**config.mk**
```make
export PLATFORM = sky130hd
export DESIGN_NAME = uart_cmd_slave_flat
export DESIGN_NICKNAME = d
export VERILOG_FILES = /design/src/rtl/la_comm_pkg.sv /design/src/rtl/uart_cmd_slave_if.sv /design/src/rtl/uart_tx_byte.sv /design/src/rtl/uart_cmd_slave.sv /design/src/flat_wrapper.sv
export SDC_FILE = /design/constraint.sdc
export NUM_CORES = 1
export LEC_CHECK = 0
export BUFFER_PORTS_ARGS = -buffer_cell sky130_fd_sc_hd__buf_2
export CAP_MARGIN = 20
export CORE_ASPECT_RATIO = 1.25
export CORE_MARGIN = 2
export CORE_UTILIZATION = 59
export CTS_CLUSTER_SIZE = 40
export DETAILED_ROUTE_END_ITERATION = 7
export PLACE_DENSITY = 0.79
export SLEW_MARGIN = 20
export SYNTH_ARGS = -nofsm -noshare
export SYNTH_HDL_FRONTEND = slang
export SYNTH_SLANG_ARGS = --single-unit
```
**constraint.sdc**
```tcl
create_clock -name clk -period 2.4 [get_ports clk]
set_input_delay 0.6 -clock clk [delete_from_list [all_inputs] [get_ports clk]]
set_output_delay 0.6 -clock clk [all_outputs]
set_load 0.05 [all_outputs]
```
**src/rtl/la_comm_pkg.sv**
```systemverilog
// Shared types and constants for the host command link (UART framing, FSM states).
package la_comm_pkg;

  localparam int unsigned UART_DATA_BITS  = 8;
  localparam int unsigned UART_FRAME_BITS = 10;

  typedef enum logic [1:0] {RX_IDLE, RX_START, RX_DATA, RX_STOP} rx_state_t;
  typedef enum logic       {WAIT_HI, WAIT_LO}                    asm_state_t;
  typedef enum logic       {TX_IDLE, TX_SHIFT}                   tx_state_t;

endpackage : la_comm_pkg

```
**src/rtl/uart_cmd_slave_if.sv**
```systemverilog
// Host-link bundle between the command slave and its surroundings.
interface uart_cmd_slave_if;

  logic        RX;
  logic        TX;
  logic [15:0] cmd;
  logic        cmd_rdy;
  logic        clr_cmd_rdy;
  logic [7:0]  resp;
  logic        send_resp;
  logic        tx_busy;
  logic        resp_sent;
  logic        frm_err;
  logic        ovr;

  modport slave (
    input  RX, clr_cmd_rdy, resp, send_resp,
    output TX, cmd, cmd_rdy, tx_busy, resp_sent, frm_err, ovr
  );

  modport master (
    output RX, clr_cmd_rdy, resp, send_resp,
    input  TX, cmd, cmd_rdy, tx_busy, resp_sent, frm_err, ovr
  );

endinterface : uart_cmd_slave_if

```
**src/rtl/uart_tx_byte.sv**
```systemverilog
// 8N1 byte transmitter: start bit, 8 data bits LSB first, stop bit.
module uart_tx_byte
  import la_comm_pkg::*;
#(
  parameter int unsigned BAUD_DIV = 868
) (
  input  logic                      clk,
  input  logic                      rst,
  input  logic                      i_send,
  input  logic [UART_DATA_BITS-1:0] i_data,
  output logic                      o_tx,
  output logic                      o_busy,
  output logic                      o_done
);

  localparam int unsigned CNT_W = $clog2(BAUD_DIV);
  localparam int unsigned BIT_W = $clog2(UART_FRAME_BITS);

  tx_state_t               r_state,    w_state_nx;
  logic [CNT_W-1:0]        r_baud_cnt, w_baud_nx;
  logic [BIT_W-1:0]        r_bit_cnt,  w_bit_nx;
  logic [UART_DATA_BITS:0] r_shift,    w_shift_nx;
  logic                    r_tx,       w_tx_nx;
  logic                    r_busy,     w_busy_nx;
  logic                    r_done,     w_done_nx;

  // State and datapath registers
  always_ff @(posedge clk) begin
    if (rst) begin
      r_state    <= TX_IDLE;
      r_baud_cnt <= '0;
      r_bit_cnt  <= '0;
      r_shift    <= '0;
      r_tx       <= 1'b1;
      r_busy     <= 1'b0;
      r_done     <= 1'b0;
    end else begin
      r_state    <= w_state_nx;
      r_baud_cnt <= w_baud_nx;
      r_bit_cnt  <= w_bit_nx;
      r_shift    <= w_shift_nx;
      r_tx       <= w_tx_nx;
      r_busy     <= w_busy_nx;
      r_done     <= w_done_nx;
    end
  end

  // Next-state: shift register holds remaining data bits plus the stop bit
  always_comb begin
    w_state_nx = r_state;
    w_baud_nx  = r_baud_cnt;
    w_bit_nx   = r_bit_cnt;
    w_shift_nx = r_shift;
    w_tx_nx    = r_tx;
    w_busy_nx  = r_busy;
    w_done_nx  = 1'b0;
    case (r_state)
      TX_IDLE: begin
        if (i_send) begin
          w_state_nx = TX_SHIFT;
          w_shift_nx = {1'b1, i_data};
          w_baud_nx  = CNT_W'(BAUD_DIV - 1);
          w_bit_nx   = '0;
          w_tx_nx    = 1'b0;
          w_busy_nx  = 1'b1;
        end
      end
      TX_SHIFT: begin
        if (r_baud_cnt == '0) begin
          if (r_bit_cnt == BIT_W'(UART_FRAME_BITS - 1)) begin
            w_state_nx = TX_IDLE;
            w_tx_nx    = 1'b1;
            w_busy_nx  = 1'b0;
            w_done_nx  = 1'b1;
          end else begin
            w_tx_nx    = r_shift[0];
            w_shift_nx = {1'b1, r_shift[UART_DATA_BITS:1]};
            w_bit_nx   = r_bit_cnt + BIT_W'(1);
            w_baud_nx  = CNT_W'(BAUD_DIV - 1);
          end
        end else begin
          w_baud_nx = r_baud_cnt - CNT_W'(1);
        end
      end
      default: w_state_nx = TX_IDLE;
    endcase
  end

  assign o_tx   = r_tx;
  assign o_busy = r_busy;
  assign o_done = r_done;

endmodule : uart_tx_byte

```
**src/rtl/uart_cmd_slave.sv**
```systemverilog
// Device-side host-link endpoint: two RX bytes -> 16-bit command, one TX response byte.
module uart_cmd_slave
  import la_comm_pkg::*;
#(
  parameter int unsigned BAUD_DIV     = 868,
  parameter int unsigned TIMEOUT_BITS = 20
) (
  input logic             clk,
  input logic             rst,
  uart_cmd_slave_if.slave bus
);

  localparam int unsigned CNT_W  = $clog2(BAUD_DIV);
  localparam int unsigned BIT_W  = $clog2(UART_DATA_BITS);
  localparam int unsigned TO_LIM = TIMEOUT_BITS * BAUD_DIV;
  localparam int unsigned TO_W   = $clog2(TO_LIM + 1);

  logic                      r_rx_meta, r_rx_sync, r_rx_prev;
  rx_state_t                 r_rx_state, w_rx_state_nx;
  logic [CNT_W-1:0]          r_baud_cnt, w_baud_nx;
  logic [BIT_W-1:0]          r_bit_cnt,  w_bit_nx;
  logic [UART_DATA_BITS-1:0] r_rx_shift, w_shift_nx;
  logic                      w_byte_vld, w_start_det, w_frm_err_nx, r_frm_err;

  asm_state_t                r_asm_state, w_asm_nx;
  logic [UART_DATA_BITS-1:0] r_hi, w_hi_nx;
  logic [TO_W-1:0]           r_to_cnt, w_to_nx;
  logic                      r_to_run, w_to_run_nx;
  logic [15:0]               r_cmd, w_cmd_nx;
  logic                      r_cmd_rdy, w_cmd_rdy_nx;
  logic                      r_ovr, w_ovr_nx;

  logic                      w_tx, w_tx_busy, w_resp_sent;

  // Two-flop synchronizer plus previous value for falling-edge detection
  always_ff @(posedge clk) begin
    if (rst) begin
      r_rx_meta <= 1'b1;
      r_rx_sync <= 1'b1;
      r_rx_prev <= 1'b1;
    end else begin
      r_rx_meta <= bus.RX;
      r_rx_sync <= r_rx_meta;
      r_rx_prev <= r_rx_sync;
    end
  end

  // RX and assembler registers
  always_ff @(posedge clk) begin
    if (rst) begin
      r_rx_state  <= RX_IDLE;
      r_baud_cnt  <= '0;
      r_bit_cnt   <= '0;
      r_rx_shift  <= '0;
      r_frm_err   <= 1'b0;
      r_asm_state <= WAIT_HI;
      r_hi        <= '0;
      r_to_cnt    <= '0;
      r_to_run    <= 1'b0;
      r_cmd       <= '0;
      r_cmd_rdy   <= 1'b0;
      r_ovr       <= 1'b0;
    end else begin
      r_rx_state  <= w_rx_state_nx;
      r_baud_cnt  <= w_baud_nx;
      r_bit_cnt   <= w_bit_nx;
      r_rx_shift  <= w_shift_nx;
      r_frm_err   <= w_frm_err_nx;
      r_asm_state <= w_asm_nx;
      r_hi        <= w_hi_nx;
      r_to_cnt    <= w_to_nx;
      r_to_run    <= w_to_run_nx;
      r_cmd       <= w_cmd_nx;
      r_cmd_rdy   <= w_cmd_rdy_nx;
      r_ovr       <= w_ovr_nx;
    end
  end

  // RX framing: mid-bit sampling, glitch reject on start, stop-bit check
  always_comb begin
    w_rx_state_nx = r_rx_state;
    w_baud_nx     = r_baud_cnt;
    w_bit_nx      = r_bit_cnt;
    w_shift_nx    = r_rx_shift;
    w_byte_vld    = 1'b0;
    w_start_det   = 1'b0;
    w_frm_err_nx  = 1'b0;
    case (r_rx_state)
      RX_IDLE: begin
        if (r_rx_prev && !r_rx_sync) begin
          w_rx_state_nx = RX_START;
          w_baud_nx     = CNT_W'(BAUD_DIV / 2 - 1);
          w_start_det   = 1'b1;
        end
      end
      RX_START: begin
        if (r_baud_cnt == '0) begin
          if (r_rx_sync) begin
            w_rx_state_nx = RX_IDLE;
          end else begin
            w_rx_state_nx = RX_DATA;
            w_baud_nx     = CNT_W'(BAUD_DIV - 1);
            w_bit_nx      = '0;
          end
        end else begin
          w_baud_nx = r_baud_cnt - CNT_W'(1);
        end
      end
      RX_DATA: begin
        if (r_baud_cnt == '0) begin
          w_shift_nx = {r_rx_sync, r_rx_shift[UART_DATA_BITS-1:1]};
          w_baud_nx  = CNT_W'(BAUD_DIV - 1);
          if (r_bit_cnt == BIT_W'(UART_DATA_BITS - 1)) begin
            w_rx_state_nx = RX_STOP;
          end else begin
            w_bit_nx = r_bit_cnt + BIT_W'(1);
          end
        end else begin
          w_baud_nx = r_baud_cnt - CNT_W'(1);
        end
      end
      RX_STOP: begin
        if (r_baud_cnt == '0) begin
          w_rx_state_nx = RX_IDLE;
          if (r_rx_sync) w_byte_vld   = 1'b1;
          else           w_frm_err_nx = 1'b1;
        end else begin
          w_baud_nx = r_baud_cnt - CNT_W'(1);
        end
      end
      default: w_rx_state_nx = RX_IDLE;
    endcase
  end

  // Assembler: high/low pairing, inter-byte timeout, cmd_rdy with set-over-clear
  always_comb begin
    w_asm_nx     = r_asm_state;
    w_hi_nx      = r_hi;
    w_to_nx      = r_to_cnt;
    w_to_run_nx  = r_to_run;
    w_cmd_nx     = r_cmd;
    w_cmd_rdy_nx = r_cmd_rdy;
    w_ovr_nx     = 1'b0;
    if (bus.clr_cmd_rdy) w_cmd_rdy_nx = 1'b0;
    case (r_asm_state)
      WAIT_HI: begin
        if (w_byte_vld) begin
          w_asm_nx    = WAIT_LO;
          w_hi_nx     = r_rx_shift;
          w_to_nx     = '0;
          w_to_run_nx = 1'b1;
        end
      end
      WAIT_LO: begin
        if (w_frm_err_nx) begin
          w_asm_nx    = WAIT_HI;
          w_to_run_nx = 1'b0;
        end else if (w_byte_vld) begin
          w_asm_nx     = WAIT_HI;
          w_to_run_nx  = 1'b0;
          w_cmd_nx     = {r_hi, r_rx_shift};
          w_cmd_rdy_nx = 1'b1;
          w_ovr_nx     = r_cmd_rdy;
        end else if (r_to_run) begin
          if (w_start_det) begin
            w_to_run_nx = 1'b0;
          end else if (r_to_cnt == TO_W'(TO_LIM)) begin
            w_asm_nx    = WAIT_HI;
            w_to_run_nx = 1'b0;
          end else begin
            w_to_nx = r_to_cnt + TO_W'(1);
          end
        end
      end
      default: w_asm_nx = WAIT_HI;
    endcase
  end

  uart_tx_byte #(
    .BAUD_DIV (BAUD_DIV)
  ) u_tx (
    .clk    (clk),
    .rst    (rst),
    .i_send (bus.send_resp),
    .i_data (bus.resp),
    .o_tx   (w_tx),
    .o_busy (w_tx_busy),
    .o_done (w_resp_sent)
  );

  assign bus.TX        = w_tx;
  assign bus.tx_busy   = w_tx_busy;
  assign bus.resp_sent = w_resp_sent;
  assign bus.cmd       = r_cmd;
  assign bus.cmd_rdy   = r_cmd_rdy;
  assign bus.frm_err   = r_frm_err;
  assign bus.ovr       = r_ovr;

endmodule : uart_cmd_slave

```
**src/flat_wrapper.sv**
```systemverilog
// flat-port wrapper written by rule: the top's interface ports become plain ports
module uart_cmd_slave_flat import la_comm_pkg::*;
#(
  parameter int unsigned BAUD_DIV     = 868,
  parameter int unsigned TIMEOUT_BITS = 20
)
  (clk, rst, bus_RX, bus_clr_cmd_rdy, bus_resp, bus_send_resp, bus_TX, bus_cmd, bus_cmd_rdy, bus_tx_busy, bus_resp_sent, bus_frm_err, bus_ovr);
  uart_cmd_slave_if bus_i ();
  input logic clk;
  input logic rst;
  input wire logic [$bits(bus_i.RX)-1:0] bus_RX;
  input wire logic [$bits(bus_i.clr_cmd_rdy)-1:0] bus_clr_cmd_rdy;
  input wire logic [$bits(bus_i.resp)-1:0] bus_resp;
  input wire logic [$bits(bus_i.send_resp)-1:0] bus_send_resp;
  output wire logic [$bits(bus_i.TX)-1:0] bus_TX;
  output wire logic [$bits(bus_i.cmd)-1:0] bus_cmd;
  output wire logic [$bits(bus_i.cmd_rdy)-1:0] bus_cmd_rdy;
  output wire logic [$bits(bus_i.tx_busy)-1:0] bus_tx_busy;
  output wire logic [$bits(bus_i.resp_sent)-1:0] bus_resp_sent;
  output wire logic [$bits(bus_i.frm_err)-1:0] bus_frm_err;
  output wire logic [$bits(bus_i.ovr)-1:0] bus_ovr;
  assign bus_i.RX = bus_RX;
  assign bus_i.clr_cmd_rdy = bus_clr_cmd_rdy;
  assign bus_i.resp = bus_resp;
  assign bus_i.send_resp = bus_send_resp;
  assign bus_TX = bus_i.TX;
  assign bus_cmd = bus_i.cmd;
  assign bus_cmd_rdy = bus_i.cmd_rdy;
  assign bus_tx_busy = bus_i.tx_busy;
  assign bus_resp_sent = bus_i.resp_sent;
  assign bus_frm_err = bus_i.frm_err;
  assign bus_ovr = bus_i.ovr;
  uart_cmd_slave #(.BAUD_DIV(BAUD_DIV), .TIMEOUT_BITS(TIMEOUT_BITS)) u_core (.clk(clk), .rst(rst), .bus(bus_i));
endmodule
```
# Word level (Yosys, flattened, before mapping)
# Cells that the tools add are included.
# word_totals
ff_bits,97
inputBits,13
output_inout_bits,22
elab_cells,152
# op_classes
add_sub_neg,5
n_eq_ne,26
mux,75
bitwise,5
n_reduce_logical,19
# ops
operator,n
two-way mux 15 bit,6
two-way mux 10 bit,8
one-hot mux 10 bit (4 select lines),1
two-way mux 1 bit,33
one-hot mux 15 bit (2 select lines),1
two-way mux 9 bit,3
zero test 10 bit,2
!= test 2 bit (second input constant),10
one-hot mux 10 bit (2 select lines),1
subtractor 10 x 1 -> 10 bit (second input constant),2
one-hot mux 9 bit (2 select lines),1
!= test 2 x 1 -> 1 bit (second input constant),8
adder 15 x 1 -> 15 bit (second input constant),1
== test 15 bit (second input constant),1
two-way mux 2 bit,6
two-way mux 3 bit,4
two-way mux 4 bit,3
AND reduction 3 bit,4
one-hot mux 1 bit (2 select lines),5
AND reduction 5 bit,2
one-hot mux 2 bit (4 select lines),1
one-hot mux 4 bit (2 select lines),1
AND reduction 2 bit,4
!= test 3 bit (second input constant),2
other kinds (15),20

# Logic depth before layout (Yosys ltp)
# logic_depth
ltp_word,9
depth_mapped,9
mapped_depth_nobuf,7

# Cells and area by module
# From an unflattened synthesis, not the netlist that was laid out.
# unflattened
hier_cells,512
area_unflattened_um2,4591.9
# by_module_without_submodules
module,instances,cells_each,area_each_um2,seq_area_each_um2
uart_cmd_slave,1,365,3284.4,1401.3
uart_tx_byte,1,147,1307.5,540.5

# Worst setup path after synthesis
# OpenSTA, ideal clock, no wires.
# synth_timing
path_kind,register to register
from,reg u_core.r_baud_cnt[0]
to,"reg u_core.r_cmd[10], in the netlist u_core.bus.cmd[10]"
setup_time_ns,0.128
arrival_ns,1.931
required_ns,2.272
setup_slack_ns,0.342
path_stages_with_launch,10
path_buffers,2
period_less_slack_ns,2.058
cell_sequence,dfxtp_1 inv_1 ha_1 or3b_2 nor3_4 nand4_1 buf_4 buf_6 mux2i_1 nor2_1
# synth_between
elab_chain_cells,5
word_cells_on_any_way,7
cone_classes,mux: 4; bitwise: 1; reduce/logical: 2
# synth_lines
element,line,text
"start, declared",uart_cmd_slave.sv:20,"logic [CNT_W-1:0] r_baud_cnt, w_baud_nx;"
"start signal, assigned",uart_cmd_slave.sv:65,r_baud_cnt <= w_baud_nx;
zero test 10 bit (*),uart_cmd_slave.sv:123,if (r_baud_cnt == '0) begin
two-way mux 1 bit,uart_cmd_slave.sv:123,
two-way mux 1 bit,uart_cmd_slave.sv:88,case (r_rx_state)
inverter 1 bit (no source line),n/a,
AND reduction 3 bit (no source line) (*),n/a,
"end signal, assigned",uart_cmd_slave.sv:73,r_cmd <= w_cmd_nx;
"end, declared",uart_cmd_slave.sv:29,"logic [15:0] r_cmd, w_cmd_nx;"
# Every way passes the cells marked *; elsewhere a longest branch is shown, timed or not.
# A chain may end at the register's enable or synchronous reset.

# Worst setup path in the final report
# layout_timing
from,reg u_core.r_baud_cnt[0]
to,reg u_core.r_baud_cnt[6]
# layout_between
elab_chain_cells,3
word_cells_on_any_way,9
cone_classes,add/sub: 1; eq/ne: 2; mux: 4; reduce/logical: 2
# layout_lines
element,line
subtractor 10 x 1 -> 10 bit / zero test 10 bit (equally long branches),n/a
"two-way mux 10 bit, or another cell as far along",uart_cmd_slave.sv:123
one-hot mux 10 bit (4 select lines) / AND reduction 3 bit (equally long branches),n/a
# Several ways; a longest one is shown, not always the timed one. The select of a mux whose other input is x is not followed.

==> results.json <==
{
  "outcome": "completed",
  "post_dp_cell_area_mm2": 0.004721,
  "period_share": 0.9277,
  "ios": 35,
  "start_kind": "flop",
  "relSlewSlack": 0.6035,
  "ys_seq_elements": 97,
  "period_needed_ps": 2226,
  "ant_nets": 0,
  "power_density_mw_per_mm2": 743.9,
  "setup_tns_ps": 0,
  "clkTransAtPathRegs_ps": 100,
  "firstDrtPassIters": 4,
  "syn_inst": 503,
  "antenna_found_initial": 0,
  "cts-hold-fix-buffers": 0,
  "reg2reg_from": "u_core.r_baud_cnt[0]$_SDFFE_PP0P_",
  "synth_area_mm2": 0.004428,
  "syn-num-nets": 529,
  "avgRoutedWirePerCell_um": 14.20,
  "area_growth_pct": 11.84,
  "power_frac_clock": 0.309,
  "cell_internal_pwr_mw": 2.505,
  "drt-total-wl_mm": 9.033,
  "irDropWorstVdd_uv": 472.6,
  "seqPwrFrac": 0.480,
  "die-area_mm2": 0.008218,
  "critPathCaptureType": "flop",
  "hold_depth": 2,
  "hold_viol": 0,
  "via_count": 3698,
  "hold_path_end": "u_core.r_rx_meta$_SDFF_PP1_",
  "rr_endpoint": "u_core.r_baud_cnt[6]$_SDFFE_PP0P_",
  "clock-root-buffer": "clkbuf_8",
  "layout.cells.most_common": "dfxtp_1",
  "synth_edf_count": 0,
  "async_reset_ff_frac": 0,
  "cp_slowest_cell": "or3b_2",
  "core-area_mm2": 0.007313,
  "power_switching_mw": 1.179,
  "via_per_inst": 5.814,
  "grt_pass1_wl_mm": 15.79,
  "fin_area_mm2": 0.004952,
  "drive_gt1_frac": 0.1471,
  "cellLeakagePower_nw": 1.985,
  "slowest_delay_ps": 540,
  "tightest_slew_ps": 587.1,
  "path_class": "flop to flop",
  "final_cells": 636,
  "finClkSkew_ps": 10.73,
  "clockBufferDepth": 2,
  "synthFlopType": "dfxtp_1",
  "path_cells": "inv_1 -> ha_1 -> or3b_2 -> o41a_1 -> o21ai_0 -> a2bb2oi_1 -> nor2_1",
  "setup_viol": 0,
  "antenna_cells": 0,
  "maxCapViolCount": 0,
  "reg2reg_slack_ps": 170,
  "die_height_um": 100.9,
  "grt_overflow": 0,
  "drt_drc_violations_left": 0,
  "rows": 35,
  "finalPower_mw": 3.684,
  "first_global_vias": 3467,
  "fmax_ghz": 0.4491,
  "globalplace.congestion": 0.9284,
  "nNetsFinal": 565,
  "syn_area_per_cell_um2": 8.803,
  "p_sw_frac": 0.3201,
  "globalRouteTotalUtil": 0.2421,
  "power_frac_comb": 0.211,
  "r2r_cells": 7,
  "cts_tree": "built",
  "hp-start": "bus_RX",
  "start_util": 0.6055,
  "yosys_warnings": 0,
  "synth.yosys.seq_area_share": 0.4385,
  "htree_num_levels": 3,
  "clock_sinks": 97,
  "holdCritPathClass": "input port to flop",
  "numCtsBuffers": 9,
  "drv_slew": 0,
  "chipWidth_um": 81.49,
  "portBuffers": 34,
  "post-dp-hpwl_mm": 6.344,
  "grt_max_degree": 34,
  "path_max_fanout": 6,
  "final_util": 0.6772,
  "yosysUniqueCellTypes": 55,
  "drtIter0Drc": 187,
  "layout_common_cells": "dfxtp_1 (97), nor2_1 (56), a21oi_1 (44)",
  "worstPathRequired_ps": 2640,
  "dp.cells": 619,
  "clkLatencyLatePin_ps": 370,
  "arrival_ps": 2470
}
[worst max-delay path by stage]
| stage | startpoint | slack (ps) | to | cells after the start |
|---|---|---|---|---|
| floorplan | u_core.r_baud_cnt[0]$_SDFFE_PP0P_ | 340 | u_core.bus.cmd[10]$_SDFFE_PP0P_ | 9 |
| global placement | u_core.r_baud_cnt[0]$_SDFFE_PP0P_ | 260 | u_core.r_baud_cnt[6]$_SDFFE_PP0P_ | 7 |
| detailed placement | u_core.r_baud_cnt[0]$_SDFFE_PP0P_ | 180 | u_core.r_to_cnt[7]$_SDFFE_PP0P_ | 8 |
| CTS | u_core.r_baud_cnt[0]$_SDFFE_PP0P_ | 160 | u_core.r_rx_shift[1]$_SDFFE_PP0P_ | 8 |
| global route | u_core.r_baud_cnt[0]$_SDFFE_PP0P_ | -10 | u_core.r_to_cnt[7]$_SDFFE_PP0P_ | 8 |
| finish | u_core.r_baud_cnt[0]$_SDFFE_PP0P_ | 170 | u_core.r_baud_cnt[6]$_SDFFE_PP0P_ | 7 |
[sequential cells by signal, indices dropped and copies added, names as in the netlist, 3 cells and up, named ones only]
name / flops
u_core.r_to_cnt: 15
u_core.r_hi: 8
u_core.r_rx_shift: 8
u_core.u_tx.r_shift: 9
u_core.r_baud_cnt: 10
u_core.bus.cmd: 16
u_core.r_bit_cnt: 3
u_core.u_tx.r_bit_cnt: 4
u_core.u_tx.r_baud_cnt: 10
[cells in the mapped netlist (all sizes together), types with 6 or more instances]
cell,n,area (um^2)
dfxtp,97,1942
nor2,56,210.2
a21oi,44,220.2
nand2,40,150.1
mux2i,30,300.3
nand3,21,105.1
o21ai,19,98.85
clkbuf,17,63.81
nor3,17,96.35
inv,15,56.30
or3,15,93.84
a211oi,14,105.1
ha,13,162.7
nand4,10,62.56
buf,8,53.80
nand2b,8,50.05
nor4,6,58.80
xnor2,6,52.55
[logic make-up after synthesis]
group,count (synthesis),synth area share
and+or+nand+nor,205,0.2422
xor gates and xnor gates,11,0.02176
muxes,31,0.07036
DFF,97,0.4385
buffers and inverters,40,0.03928
adders and majority gates,13,0.03673
AOI/OAI and AO/OA,106,0.1512
[worst max-delay path: cells and delay by family, from the launching register on]
family                   cells  cell delay (ps)
AO/OA/AOI/OAI                3              860
adder cells (fa/ha/maj)      1              220
buffers and inverters        1               80
flip-flops                   1              350
AND/OR/NAND/NOR              2              590
[layout make-up]
cell class              count  area, um^2
inverters                  15       56.30
repair buffers             50       302.8
clock buffers               9       123.9
well taps                  92       115.1
multi-input cells         366        2321
flip-flops and latches     97        1942
clock inverters             7       91.34
fillers                   583        2361
[per-stage QoR]
| step | worst slack (ps) | hold WS (ps) |
|---|---|---|
| final | 173.5 | 426.7 |
| after global routing | -10.99 | 434.5 |
| after CTS | 156.1 | 416.0 |
| after detailed placement | 180.6 | 406.1 |
| after global placement | 260.6 | 400.9 |
| after floorplan | 341.8 | 389.5 |
[power by group through the flow]
stage	logic (mW)	clock network, mW	registers, mW
global route	0.866	1.23	1.78
floorplan	0.582	0	1.79
detailed placement	0.752	0	1.80
global placement	0.735	0	1.80
finish	0.778	1.14	1.77
CTS	0.756	1.16	1.77
[metal layers]
| layer | vias to the layer above | track usage | wire, um | share of wire |
|---|---|---|---|---|
| met4 | 0 | 0.08996 | 146 | 0.016 |
| met1 | 1737 | 0.3025 | 3934 | 0.44 |
| met3 | 12 | 0.04211 | 303 | 0.034 |
| met2 | 72 | 0.4124 | 4648 | 0.51 |
| li1 | 1877 | - | - | - |
| met5 | - | 0 | 0 | 0 |
[what timing repair did]
action | CTS | global route
hold endpoints to repair | 0 | 0
setup buffers | 0 | 1
gates resized for setup | 0 | 2
endpoints found under the setup margin | 0 | 8
(Power assumes the default switching activity.)
